File: src/rtl/uart_pkg.sv
// Shared UART definitions: transmit FSM state encoding and serial line levels.
package uart_pkg;

   typedef enum logic [1:0] {
      IDLE,
      START,
      DATA,
      STOP
   } uart_tx_state_t;

   localparam logic START_LEVEL = 1'b0;
   localparam logic STOP_LEVEL  = 1'b1;
   localparam logic IDLE_LEVEL  = 1'b1;

endpackage

File: src/rtl/uart_tx_fifo.sv
// Synchronous show-ahead FIFO; the head entry is always visible on rd_data.
module uart_tx_fifo
   import uart_pkg::*;
#(
   parameter int DATA_WIDTH = 8,
   parameter int FIFO_DEPTH = 16,
   parameter int PTR_WIDTH  = $clog2(FIFO_DEPTH)
) (
   input  logic                  clk,
   input  logic                  rst,
   input  logic                  wr_en,
   input  logic [DATA_WIDTH-1:0] wr_data,
   input  logic                  rd_en,
   output logic [DATA_WIDTH-1:0] rd_data,
   output logic                  full,
   output logic                  empty
);

   localparam logic [PTR_WIDTH:0] PTR_ONE = {{PTR_WIDTH{1'b0}}, 1'b1};

   logic [DATA_WIDTH-1:0] mem [FIFO_DEPTH];
   logic [PTR_WIDTH:0]    wr_ptr_q, wr_ptr_d;
   logic [PTR_WIDTH:0]    rd_ptr_q, rd_ptr_d;
   logic                  push, pop;

   // Extra pointer MSB tells a full ring apart from an empty one.
   assign empty = (wr_ptr_q == rd_ptr_q);
   assign full  = (wr_ptr_q[PTR_WIDTH] != rd_ptr_q[PTR_WIDTH]) &&
                  (wr_ptr_q[PTR_WIDTH-1:0] == rd_ptr_q[PTR_WIDTH-1:0]);

   assign push    = wr_en && !full;
   assign pop     = rd_en && !empty;
   assign rd_data = mem[rd_ptr_q[PTR_WIDTH-1:0]];

   always_comb begin
      wr_ptr_d = wr_ptr_q;
      rd_ptr_d = rd_ptr_q;
      if (push) wr_ptr_d = wr_ptr_q + PTR_ONE;
      if (pop)  rd_ptr_d = rd_ptr_q + PTR_ONE;
   end

   always_ff @(posedge clk) begin
      if (rst) begin
         wr_ptr_q <= '0;
         rd_ptr_q <= '0;
      end else begin
         wr_ptr_q <= wr_ptr_d;
         rd_ptr_q <= rd_ptr_d;
      end
   end

   always_ff @(posedge clk) begin
      if (push && !rst) mem[wr_ptr_q[PTR_WIDTH-1:0]] <= wr_data;
   end

endmodule

File: src/rtl/uart_tx.sv
// UART transmitter: FIFO-buffered 8N1 serializer with back-to-back frames.
module uart_tx
   import uart_pkg::*;
#(
   parameter int DATA_WIDTH   = 8,
   parameter int FIFO_DEPTH   = 16,
   parameter int CLKS_PER_BIT = 868,
   parameter int PTR_WIDTH    = $clog2(FIFO_DEPTH)
) (
   input  logic                  clk,
   input  logic                  rst,
   input  logic                  wr_en,
   input  logic [DATA_WIDTH-1:0] wr_data,
   output logic                  full,
   output logic                  empty,
   output logic                  tx,
   output logic                  busy
);

   localparam int BAUD_W = (CLKS_PER_BIT > 1) ? $clog2(CLKS_PER_BIT) : 1;
   localparam int BIT_W  = (DATA_WIDTH > 1) ? $clog2(DATA_WIDTH) : 1;
   localparam logic [BAUD_W-1:0] BAUD_LAST = BAUD_W'(CLKS_PER_BIT - 1);
   localparam logic [BAUD_W-1:0] BAUD_ONE  = BAUD_W'(1);
   localparam logic [BIT_W-1:0]  BIT_LAST  = BIT_W'(DATA_WIDTH - 1);
   localparam logic [BIT_W-1:0]  BIT_ONE   = BIT_W'(1);

   uart_tx_state_t        state_q, state_d;
   logic [BAUD_W-1:0]     baud_q, baud_d;
   logic [BIT_W-1:0]      bit_q, bit_d;
   logic [DATA_WIDTH-1:0] shift_q, shift_d;
   logic                  tx_q, tx_d;
   logic                  fifo_rd_en;
   logic [DATA_WIDTH-1:0] fifo_rd_data;
   logic                  fifo_empty, fifo_full;
   logic                  baud_last;

   uart_tx_fifo #(
      .DATA_WIDTH (DATA_WIDTH),
      .FIFO_DEPTH (FIFO_DEPTH),
      .PTR_WIDTH  (PTR_WIDTH)
   ) u_fifo (
      .clk     (clk),
      .rst     (rst),
      .wr_en   (wr_en),
      .wr_data (wr_data),
      .rd_en   (fifo_rd_en),
      .rd_data (fifo_rd_data),
      .full    (fifo_full),
      .empty   (fifo_empty)
   );

   assign full      = fifo_full;
   assign empty     = fifo_empty;
   assign tx        = tx_q;
   assign busy      = (state_q != IDLE);
   assign baud_last = (baud_q == BAUD_LAST);

   always_comb begin
      state_d    = state_q;
      baud_d     = baud_last ? '0 : baud_q + BAUD_ONE;
      bit_d      = bit_q;
      shift_d    = shift_q;
      fifo_rd_en = 1'b0;
      tx_d       = IDLE_LEVEL;

      case (state_q)
         IDLE: begin
            baud_d = '0;
            if (!fifo_empty) begin
               shift_d    = fifo_rd_data;
               fifo_rd_en = 1'b1;
               state_d    = START;
            end
         end
         START: begin
            if (baud_last) begin
               bit_d   = '0;
               state_d = DATA;
            end
         end
         DATA: begin
            if (baud_last) begin
               shift_d = shift_q >> 1;
               if (bit_q == BIT_LAST) state_d = STOP;
               else                   bit_d   = bit_q + BIT_ONE;
            end
         end
         STOP: begin
            // Chain straight into the next start bit so frames have no idle gap.
            if (baud_last) begin
               if (!fifo_empty) begin
                  shift_d    = fifo_rd_data;
                  fifo_rd_en = 1'b1;
                  state_d    = START;
               end else begin
                  state_d = IDLE;
               end
            end
         end
         default: state_d = IDLE;
      endcase

      // Line level follows the state being entered, so tx is a clean register.
      case (state_d)
         START:   tx_d = START_LEVEL;
         DATA:    tx_d = shift_d[0];
         STOP:    tx_d = STOP_LEVEL;
         default: tx_d = IDLE_LEVEL;
      endcase
   end

   always_ff @(posedge clk) begin
      if (rst) begin
         state_q <= IDLE;
         baud_q  <= '0;
         bit_q   <= '0;
         shift_q <= '0;
         tx_q    <= IDLE_LEVEL;
      end else begin
         state_q <= state_d;
         baud_q  <= baud_d;
         bit_q   <= bit_d;
         shift_q <= shift_d;
         tx_q    <= tx_d;
      end
   end

endmodule

File: config.mk
export PLATFORM = sky130hd
export DESIGN_NAME = uart_tx
export DESIGN_NICKNAME = d
export VERILOG_FILES = /design/src/rtl/uart_pkg.sv /design/src/rtl/uart_tx_fifo.sv /design/src/rtl/uart_tx.sv
export SDC_FILE = /design/constraint.sdc
export NUM_CORES = 1
export LEC_CHECK = 0
export ABC_AREA = 1
export CAP_MARGIN = 20
export CORE_MARGIN = 2
export CORE_UTILIZATION = 55
export DETAILED_ROUTE_END_ITERATION = 8
export PLACE_DENSITY = 0.71
export SLEW_MARGIN = 25
export SYNTH_ARGS = -nofsm -noshare
export SYNTH_HDL_FRONTEND = slang
export SYNTH_SLANG_ARGS = --single-unit
export TNS_END_PERCENT = 100
File: constraint.sdc
create_clock -name clk -period 4.8 [get_ports clk]
set_clock_uncertainty 0.05 [all_clocks]
set_input_delay 0.72 -clock clk [delete_from_list [all_inputs] [get_ports clk]]
set_output_delay 0.72 -clock clk [all_outputs]
set_load 0.1 [all_outputs]
==> results.md, run 1 <==
* 1st-pass router iterations at 5
* Layout cell share with drive strength beyond 1 at 0.0823
* Most common cell after layout, fill and taps aside: nand2_1
* Vias at approximately 5.3k
* Routed wire length at between 15000 and 20000 µm
* Area share of fa/ha/maj cells after synthesis at 0.0203
* Post-CTS sizing at 0
* Post-Synthesis Cells at 770
* Core Region at 13200 µm²
* WS Path Type: reg -> out
* Placed cell area at 7630 µm²
* Most frequent cells in the layout: 203 x nand2_1, 128 x edfxtp_1, 100 x nor2_1
* Setup TNS at 0 ns
* Largest family of logic cells by synthesized area: simple AND/OR/NAND/NOR gates
* # Post-CTS Setup Buffers at 0
* Worst path arrival time at 2.80 ns
* Measured slew at the worst slew-check pin at just under 1 ns
* Reg area at 4610 µm²
* Startpoint Class: register
* Synth warn at 0
* FP Rows at 42
* Root buf cell: clkbuf_16
* P&R area growth vs syn at 10.9%
* Gr ovfl total at 0
* Net Count, Synth at 793
* Avg Inst Size Synth at 9.63 µm²
* CP endpoint kind: output port
* Number of I/O pins at 15
* Die H at 120 µm
* Clock slew at reported path FFs at around 0.060 ns
* Placer Congestion at 0.920
* Post-layout min period at between 3 and 4 ns
* Clk_lat worst skew at 0.43 ns
* CP Max Fanout at 18
* RSZ-0062 raised after global routing: no
* Footprint of the multi-input gates at 2400 µm²
* Sink Count at between 150 and 200
* Slew headroom at 0.348
* Compound-Gate Fraction of Synth Area at 0.0576
* Post-route cell area at just over 8000 µm²
* HPWL after detailed placement at 10800 µm
* Initial antenna violation count at 0
* Asr flop ratio synth at 0
* CTS buffer count at 17
* Post-Synth Simple-Gate Area at 0.240
* Number of synthesized register bits at 166
* H-tree depth at 4
* Initial core utilization at 0.562
* Die Wd at 120 µm
* Post-synthesis mux area share at 0
* GRT Util Overall at 0.243
* Vias in the first global route at 5094
* Post-route clock period utilization at 0.743
* CTS tree: yes
* Post-synth EDFFs at 128
* Final Hold Viols at 0
* Synth Area in XOR/XNOR at 0.00473
* FILL cells at 1068
* Post-Syn Area at 7410 µm²
* Post-synthesis sequential area ratio at 0.621
* Antenna diode count at 0
* Port buffer count at 14
* Max Fclk at 0.280 GHz
* Largest net degree at the start of global routing at 67
* CTS Buffer Depth at 2
* Die ar. at ~14000 µm²
* Via-to-Cell Ratio at 5.51
* Hold buffer count at cts at 0
* Max-cap check violation count at 0
* PwrDens at ~520 nW/µm²
* Finish-stage setup viols at 0
* VDD IR max at roughly 0.36 mV
* Total power at 4280 µW
* Residual DRC count at 0
* First-pass GRT wire length at 26000 µm
* Final slew viol count at 0
* Drt wl/cell at 17.0 µm
* Hold Crit Class: reg -> reg
* Most used DFF post-synth: edfxtp_1
* Antenna viol nets, final at 0
* Library cells used by synthesis at 32
* Final nets at 800
* Initial DRC count at 693
* Worst Path Required at approximately 4.0 ns
* Lkg Pwr at between 0.003 and 0.004 µW
* Outcome: completed
[worst paths after layout]
kind	from	to	slack [ns]	cells past startpoint
min	u_fifo.wr_ptr_q[4]	u_fifo.wr_ptr_q[4]	0.43	2
max reg2reg	register	tx	1.99	13
min reg2reg	u_fifo.wr_ptr_q[4]	u_fifo.wr_ptr_q[4]	0.43	2
max	u_fifo.wr_ptr_q[1]	empty	1.23	7
[cells in the mapped netlist, types with 4 or more instances]
library cell	n	area [µm²]
o21ai_1	9	45.0
nand3_1	85	425
nor3_1	7	35.0
nand2_1	203	762
nor2_1	100	375
buf_2	10	50.1
a21oi_1	24	120
dfxtp_1	38	761
inv_1	61	229
clkbuf_1	9	33.8
edfxtp_1	128	3840
o21ai_0	31	155
inv_2	8	30.0
buf_6	5	56.3
o211ai_1	4	30.0
nor2_4	4	45.0
o21ai_2	4	35.0
ha_1	12	150
[report_power, final]
| part | internal (µW) | switching, µW | total, µW |
|---|---|---|---|
| registers | 1610 | 109 | 1720 |
| logic | 376 | 897 | 1270 |
| clock network | 700 | 587 | 1290 |
| total | 2690 | 1590 | 4280 |
[cells by family (layout without fill, tap and decap cells)]
logic type | Yosys count | in the layout
buf+inv | 97 | 117
simple gates | 414 | 414
fa+ha+maj | 12 | 12
flops | 166 | 166
compound gates | 77 | 77
xor+xnor | 4 | 4
[layer usage]
metal,vias up,track usage,share of wire
li1,2583,-,-
met1,2483,0.338,0.44
met2,210,0.377,0.46
met3,42,0.0494,0.067
met4,0,0.0941,0.028
met5,-,0,0
[stage by stage]
stage | cells | utilization | hold WS, ns | setup WS [ns]
CTS | 966 | 0.622 | 0.429 | 1.22
detailed placement | 934 | 0.578 | 0.420 | 1.69
floorplan | 770 | - | 0.391 | 2.62
finish | 966 | 0.623 | 0.425 | 1.23
global route | 966 | 0.623 | 0.448 | 1.09
global placement | 934 | 0.578 | 0.406 | 1.74
[state kept, by name (all words and copies together) (netlist names), named ones only]
register,cells
tx,1
state_q,2
shift_q,8
baud_q,10
bit_q,3
u_fifo.rd_ptr_q,5
u_fifo.mem,128
u_fifo.wr_ptr_q,5
[worst max-delay path: stages (launching register included)]
cell,delay [ns]
dfxtp_1,0.39
inv_1,0.12
nand2_1,0.07
nand2_1,0.05
nor2_2,0.17
nand3_4,0.23
inv_2,0.18
clkdlybuf4s50_1,1.15
[area by class of cell]
| cell class | instances | share of cell area |
|---|---|---|
| multi-input combinational | 507 | 0.292 |
| sequential | 166 | 0.560 |
| tap | 176 | 0.0268 |
| timing repair buffer | 16 | 0.0189 |
| clock inverter | 14 | 0.0166 |
| inverter | 69 | 0.0317 |
| clock buffer | 18 | 0.0534 |
Power figures use the tool's default switching activity.
==> run 2, diff against run 1 <==
Clock period 4.8 ns to 3.47 ns, I/O delays scaled along.
==> run 2 against run 1 <==
Non-clock buffer count is 6 higher. Utilization is 0.25 points lower. First-iteration DRC count down 22%. Flip-flop and latch count stayed put. Clock power grew 30%. Critical path depth unchanged. Register-to-register slack lost 0.91 ns. Worst hold slack got worse by 0.0025 ns.
==> results.md, run 2 (synthesis gave the netlist of run 1 again) <==
* Final nets at 806 (+0.75%)
* Max-cap check violation count at 0 (unchanged)
* Initial core utilization at 0.562 (unchanged)
* Clk_lat worst skew at 0.42 ns (about the same)
* Worst path arrival time at 2.03 ns (-0.77 ns)
* Initial DRC count at 544 (-22%)
* GRT Util Overall at 0.241 (-0.00177)
* Final slew viol count at 0 (unchanged)
* Gr ovfl total at 0 (unchanged)
* Vias in the first global route at 5063 (-0.61%)
* Residual DRC count at 0 (unchanged)
* Clock slew at reported path FFs at 0.06 ns (about the same)
* # Post-CTS Setup Buffers at 0 (unchanged)
* WP buf/inv at 3 (unchanged)
* Sink Count at 166 (unchanged)
* CP endpoint kind: output port
* Hold buffer count at cts at 0 (unchanged)
* Die Wd at 120 µm (unchanged)
* Routed wire length at 16300 µm (-1.0%)
* VDD IR max at 0.892 mV (+150%)
* Core Region at 13200 µm² (unchanged)
* Measured slew at the worst slew-check pin at 0.967 ns (-0.00819 ns)
* Reg area at 4610 µm² (unchanged)
* PwrDens at 712 nW/µm² (+37%)
* Slew headroom at 0.353 (+0.00548)
* Max Fclk at 0.384 GHz
* WS Path Type: reg -> out
* Footprint of the multi-input gates at 2390 µm² (-0.62%)
* CTS Buffer Depth at 2 (unchanged)
* Critical path cell sequence: inv_1 > nand2_1 > nand2_1 > nor2_2 > nand3_4 > inv_2 > buf_4
* Most common cell after layout, fill and taps aside: nand2_1
* Post-route clock period utilization at 0.750
* RSZ-0062 raised after global routing: no
* Post-route cell area at 8190 µm² (-0.40%)
* CTS buffer count at 17 (unchanged)
* HPWL after detailed placement at 10700 µm (-0.49%)
* Vias at 5379 (+1.1%)
* Lkg Pwr at 0.00317 µW (+0.18%)
* Worst Path Required at 2.90 ns (-1.13 ns)
* Top cell family by delay on the critical path: buffers and inverters
* 1st-pass router iterations at 5 (unchanged)
* Port buffer count at 14 (unchanged)
* FP Rows at 42 (unchanged)
* Startpoint Class: register
* Layout cell share with drive strength beyond 1 at 0.0805 (-0.00178)
* Post-layout min period at between 2 and 3 ns
* Max reg flops at 128 (unchanged)
* Die ar. at 14400 µm² (unchanged)
* Initial antenna violation count at 0 (unchanged)
* Final worst slack at 0.869 ns (-0.365 ns)
* Most frequent cells in the layout: 203 x nand2_1, 128 x edfxtp_1, 100 x nor2_1
* Cell repeated most along the worst path: nand2_1
* Finish-stage setup viols at 0 (unchanged)
* Antenna viol nets, final at 0 (unchanged)
* Drt wl/cell at 16.8 µm (-1.5%)
* Placed cell area at 7670 µm² (+0.49%)
* Die H at 120 µm (unchanged)
* Outcome: completed
* First-pass GRT wire length at 26100 µm (+0.40%)
* Critical-path top delay cell: dfxtp_1
* Via-to-Cell Ratio at 5.54 (+0.63%)
* Hold Crit Class: reg -> reg
* CTS tree: yes
* Post-CTS sizing at 0 (unchanged)
* Placer Congestion at 0.919 (-0.11%)
* Antenna diode count at 0 (unchanged)
* H-tree depth at 4 (unchanged)
* CP max stage delay at 0.41 ns (-0.74 ns)
* CP Max Fanout at 18 (unchanged)
* Largest net degree at the start of global routing at 63 (-6.0%)
* Place WS at 0.929 ns (-0.764 ns)
* Final Hold Viols at 0 (unchanged)
* Root buf cell: clkbuf_16
* P&R area growth vs syn at 10.5%
* Setup TNS at 0 ns (unchanged)
* Number of I/O pins at 15 (unchanged)
* FILL cells at 1061 (-0.66%)
* Total power at 5830 µW (+36%)
## run 2: power by group
group	leakage, µW	total (µW)	switching [µW]	internal, µW
registers	0.00146	2300	70.4	2230
clock network	0.000252	1680	712	965
logic	0.00145	1850	1320	532
## run 2: tightest hold or removal path, delay by kind of cell (launching register included)
| kind | cells | cell delay, ns |
|---|---|---|
| compound gates | 1 | 0.06 |
| flops | 1 | 0.29 |
| simple gates | 1 | 0.07 |
## run 2: path summary, 6_finish.rpt
check / start / endpoint / slack (ns) / cells past startpoint
max: u_fifo.wr_ptr_q[0] / empty / 0.87 / 7
min reg2reg: shift_q[0] / shift_q[0] / 0.42 / 2
max reg2reg: u_fifo.wr_ptr_q[0] / u_fifo.mem[2][2] / 1.08 / 9
min: shift_q[0] / shift_q[0] / 0.42 / 2
## run 2: per-stage QoR
step	util	cells	hold WS [ns]
6_report	0.621	971	0.423
5_1_grt	0.621	971	0.446
4_1_cts	0.621	971	0.422
3_5_place_dp	0.581	940	0.414
3_3_place_gp	0.581	940	0.404
2_1_floorplan	-	770	0.391
## run 2: per-layer routing
metal	vias to the layer above	global-route usage	part of all wire
met1	2565	0.327	0.43
met2	193	0.387	0.49
met5	-	0	0
met4	0	0.0985	0.023
met3	30	0.0428	0.066
li1	2591	-	-
## run 2: area by class of cell
| cell class | instances | share of cell area |
|---|---|---|
| Sequential cell | 166 | 0.563 |
| Multi-Input combinational cell | 507 | 0.292 |
| Clock buffer | 19 | 0.0529 |
| Inverter | 69 | 0.0316 |
| Tap cell | 176 | 0.0269 |
| Timing Repair Buffer | 22 | 0.0235 |
| Clock inverter | 12 | 0.0108 |
==> run 3, diff against run 2 <==
Settings changed: PLACE_DENSITY 0.71 to 0.74.
Clock period 3.47 ns to 2.32 ns, I/O delays scaled along.
==> run 3 against run 2 <==
Die area unchanged. Total power up 54%. Setup slack worse by 0.68 ns. Critical endpoint is now busy. First-iteration DRC count up 3.5%. Largest cell class unchanged. Flip-flop and latch count unchanged. Via count up 1.9%. Largest power group unchanged.
==> results.md, run 3 (synthesis gave the netlist of run 1 again) <==
* Outcome: completed
* Hold buffer count at cts at 0 (unchanged)
* Final Hold Viols at 0 (unchanged)
* CP endpoint kind: output port
* Placed cell area at 7920 µm² (+3.3%)
* Footprint of the multi-input gates at 2390 µm² (unchanged)
* Setup TNS at 0 ns (unchanged)
* P&R area growth vs syn at 14.3%
* Measured slew at the worst slew-check pin at 0.689 ns (-0.278 ns)
* RSZ-0062 raised after global routing: no
* H-tree depth at 4 (unchanged)
* Placer Congestion at 0.884 (-3.8%)
* First-pass GRT wire length at 26100 µm (-0.11%)
* GRT Util Overall at 0.242 (+0.00146)
* Routed wire length at 16600 µm (+2.0%)
* Max Fclk at 0.469 GHz
* Sink Count at 166 (unchanged)
* Die ar. at 14400 µm² (unchanged)
* Port buffer count at 14 (unchanged)
* Worst Path Required at 1.92 ns (-0.98 ns)
* Critical path cell sequence: inv_1 > ha_1 > inv_2 > buf_12
* Antenna viol nets, final at 0 (unchanged)
* Final nets at 832 (+3.2%)
* Most frequent cells in the layout: 203 x nand2_1, 128 x edfxtp_1, 100 x nor2_1
* Max-cap check violation count at 0 (unchanged)
* Worst path arrival time at 1.74 ns (-0.29 ns)
* HPWL after detailed placement at 11100 µm (+3.1%)
* Reg area at 4610 µm² (unchanged)
* Residual DRC count at 0 (unchanged)
* Final worst slack at 0.187 ns (-0.682 ns)
* Antenna diode count at 0 (unchanged)
* Slew headroom at 0.540 (+0.187)
* Dpl cells at 964 (+2.6%)
* Final std cells w/o fill at 998 (+2.8%)
* Most common cell after layout, fill and taps aside: nand2_1
* Post-route clock period utilization at 0.920
* Post-route cell area at 8480 µm² (+3.5%)
* CP Max Fanout at 9 (-9)
* WS Path Type: reg -> out
* Critical-path top delay cell: dfxtp_1
* Drt wl/cell at 16.7 µm (-0.76%)
* PwrDens at 1060 nW/µm² (+49%)
* Place WS at 0.210 ns (-0.719 ns)
* Hold Crit Class: reg -> reg
* Vias at 5481 (+1.9%)
* Via-to-Cell Ratio at 5.49 (-0.86%)
* VDD IR max at 0.919 mV (+3.0%)
* Clk_lat worst skew at 0.42 ns (about the same)
* CTS tree: yes
* Number of I/O pins at 15 (unchanged)
* Initial core utilization at 0.562 (unchanged)
* FILL cells at 1028 (-3.1%)
* FP Rows at 42 (unchanged)
* Finish-stage setup viols at 0 (unchanged)
* Startpoint Class: register
* CTS buffer count at 17 (unchanged)
* Post-layout min period at 2.13 ns
* CTS Buffer Depth at 2 (unchanged)
* R2r setup slk at 0.23 ns (-0.85 ns)
* Root buf cell: clkbuf_16
* Final slew viol count at 0 (unchanged)
* Core Region at 13200 µm² (unchanged)
* Lkg Pwr at 0.00333 µW (+5.2%)
* Die H at 120 µm (unchanged)
* Layout cell share with drive strength beyond 1 at 0.114 (+0.0339)
* Vias in the first global route at 5181 (+2.3%)
* Die Wd at 120 µm (unchanged)
* Initial antenna violation count at 0 (unchanged)
* Gr ovfl total at 0 (unchanged)
* Max reg flops at 128 (unchanged)
* CP max stage delay at 0.44 ns (+0.03 ns)
* Largest net degree at the start of global routing at 60 (-4.8%)
* 1st-pass router iterations at 5 (unchanged)
* Initial DRC count at 563 (+3.5%)
* Clock slew at reported path FFs at 0.06 ns (about the same)
run 3: changes by cell type in the layout (fill, tap and decap cells not counted):
cell,previous run,this run
clkinvlp_4,2,3
inv_2,8,7
clkbuf_1,2,1
inv_6,0,2
buf_12,0,6
clkinv_1,4,3
clkdlybuf4s50_1,11,10
buf_4,11,32
inv_4,0,1
run 3: final timing paths:
check	endpoint	from	cells past startpoint
hold reg to reg	u_fifo.wr_ptr_q[4]	u_fifo.wr_ptr_q[4]	2
setup / recovery	busy	state_q[0]	4
setup reg to reg	u_fifo.rd_ptr_q[1]	state_q[0]	9
hold / removal	u_fifo.wr_ptr_q[4]	u_fifo.wr_ptr_q[4]	2
run 3: report_power, final:
group          switching [µW]  internal (µW)  total [µW]  leakage (µW)
Combinational            2020            960        2980       0.00161
Clock                    1100           1460        2560      0.000259
Sequential                108           3340        3450       0.00146
run 3: critical path, delay by kind of cell, from the launching register on:
family     cells  cell delay [ns]
buf+inv        3             0.59
flops          1             0.44
fa+ha+maj      1             0.28
run 3: repair_timing:
item / in CTS / in global routing
gates resized for setup: 0 / 1
endpoints found under the setup margin: 0 / 1
setup buffers: 0 / 2
run 3: layout make-up:
class,instances,share of cell area
Tap cell,176,0.0260
Multi-Input combinational cell,507,0.282
Inverter,69,0.0309
Clock buffer,18,0.0506
Clock inverter,14,0.0130
Sequential cell,166,0.543
Timing Repair Buffer,48,0.0543
run 3: per-layer routing:
metal	GRT usage	wire, µm	vias to the layer above
met5	0	0	-
met4	0.0904	301	0
met3	0.0509	1010	24
met2	0.407	8270	188
met1	0.311	7040	2618
li1	-	-	2651
run 3: through the flow:
stage / power [µW] / utilization / hold slack, ns
global route: 9460 / 0.643 / 0.447
global placement: 6370 / 0.600 / 0.405
finish: 8990 / 0.643 / 0.423
detailed placement: 6420 / 0.600 / 0.415
floorplan: 5650 / - / 0.391
CTS: 8950 / 0.641 / 0.426
==> edit, RTL diff (flow settings as in run 1) <==
`shift_q` no longer has a reset.
--- a/src/rtl/uart_tx.sv
+++ b/src/rtl/uart_tx.sv
@@ -116,3 +116,2 @@
          bit_q   <= '0;
-         shift_q <= '0;
          tx_q    <= IDLE_LEVEL;
@@ -122,3 +121,2 @@
          bit_q   <= bit_d;
-         shift_q <= shift_d;
          tx_q    <= tx_d;
@@ -127,2 +125,6 @@
 
+   always_ff @(posedge clk) begin
+      shift_q <= shift_d;
+   end
+
 endmodule
Behaviour: no difference found for any inputs over 10 cycles, from zero or initial values and one cycle with rst high; that may be too few to reach the edited logic, so the function may still have changed.
==> edit against run 1 <==
  * Synthesized area down 3.4%
  * Critical path depth unchanged
  * Routed wire length down 8.4%
  * Fmax up 0.26%
  * Total power down 2.3%
  * Global-route usage down 1.2 points
  * Setup slack better by 9.3 ps
  * Sequential cell count unchanged
  * Final area down 3.2%
==> edit: results (changes against run 1) <==
Finish
  • Fillers: 1025 (was 1068)
  • Layout Nets: 705 (was 800)
  • Share of layout cells above drive strength 1: 7.48% (was 8.23%)

Detailed routing
  • Vias per inst: 5.55 (was 5.51)
  • Drt wl/cell: 17.4 µm (was 17.0 µm)
  • 1st-iter DRT viols: 429 (was 693)

Status
  • Status: complete, no violations (unchanged)

Synthesis
  • Post-synthesis cell type count: 33 (was 32)
  • Register area share after synthesis: 65.3% (was 62.1%)
  • EDFF count, synth: 135 (was 128)
  • Synth Warn #: 0 (unchanged)
  • Synth top area cells: edfxtp_1 (57%), dfxtp_1 (8.7%), nor2_1 (6.6%) (was edfxtp_1 (52%), nand2_1 (10%), dfxtp_1 (10%))
  • Commonest cells in the netlist: edfxtp_1 (135), nor2_1 (125), nand2_1 (91) (was nand2_1 (203), edfxtp_1 (128), nor2_1 (100))
  • Mapped Nets: 697 (was 793)

Timing
  • Hold Fails Final Rpt: 0 (unchanged)
  • Hold slack: 418 ps (was 425 ps)
  • Tcrit/Tclk final: 74.1% (was 74.3%)
  • Worst Tran Pin Value: 986 ps (was 976 ps)

CTS
  • Clock Pin Slew Worst Setup and Hold Paths: 60 ps (about the same)
  • CTS resizes: 0 (unchanged)
  • CTS Buffer Depth: 2 (unchanged)

Global route
  • First-pass GRT wire length: 24.7 mm (was 26.0 mm)
  • Largest net degree at the start of global routing: 66 (was 67)
  • Gr usage total: 23.0% (was 24.3%)
  • Vias in the first global route: 4774 (was 5094)
  • Initial antenna violation count: 0 (unchanged)

Place
  • Post-DP HPWL: 9.71 mm (was 10.8 mm)
  • Routability congestion estimate: 0.895 (was 0.920)
  • Pre-CTS WS: 1680 ps (was 1690 ps)

Critical path
  • Critical path arrival: 2790 ps (was 2800 ps)
  • FF-to-FF setup slack: 2150 ps (was 1990 ps)
  • Delay of the slowest critical-path stage: between 1000 and 1500 ps
  • CP Max Fanout: 17 (was 18)

Pwr
  • Peak VDD IR: 0.000480 V (was 0.000361 V)
  • LEAKAGE: 2.82 nW (was 3.16 nW)
edit: cells by family (layout without fill, tap and decap cells):
family,count (synthesis),in the layout,synth area share [%]
AOI/OAI and AO/OA,134,134,10.4
xor gates and xnor gates,4,4,0.489
adders and majority gates,12,12,2.10
buffers and inverters,75,96,4.63
DFF,166,166,65.3
and+or+nand+nor,283,283,17.1
edit: cell type report:
| class | count | area, µm² | area share, % |
|---|---|---|---|
| clock buffers | 29 | 543 | 6.82 |
| clock inverters | 3 | 13.8 | 0.173 |
| flip-flops and latches | 166 | 4680 | 58.7 |
| repair buffers | 16 | 155 | 1.95 |
| inverters | 48 | 185 | 2.33 |
| multi-input cells | 433 | 2170 | 27.3 |
| well taps | 172 | 215 | 2.70 |
edit: worst reg2reg max path, delay by kind of cell, from the launching register on:
kind	cells	cell delay, ps
DFF	1	310
AOI/OAI and AO/OA	4	850
buffers and inverters	2	950
and+or+nand+nor	2	240
edit: stage by stage:
step                instances  power, W  cell area, µm²
global placement          835   0.00292            7390
global route              867   0.00442            7960
floorplan                 674   0.00266            7160
CTS                       867   0.00419            7960
finish                    867   0.00418            7960
detailed placement        835   0.00293            7400
edit: per-layer routing:
metal / share of wire (%) / up-vias / global-route usage (%)
met5: 0 / - / 0
met4: 2.0 / 0 / 8.73
met3: 6.8 / 30 / 5.77
met2: 48 / 156 / 37.1
met1: 43 / 2274 / 30.2
li1: - / 2354 / -
edit: final timing paths:
check / startpoint / to / cells after the start
setup reg to reg: flop / shift_q[1] / 8
hold reg to reg: shift_q[0] / shift_q[0] / 2
hold / removal: shift_q[0] / shift_q[0] / 2
setup / recovery: u_fifo.wr_ptr_q[0] / empty / 7
edit: where the power goes:
group	internal (W)	switching [W]
registers	0.00165	0.0000412
clock network	0.000762	0.000504
logic	0.000353	0.000875
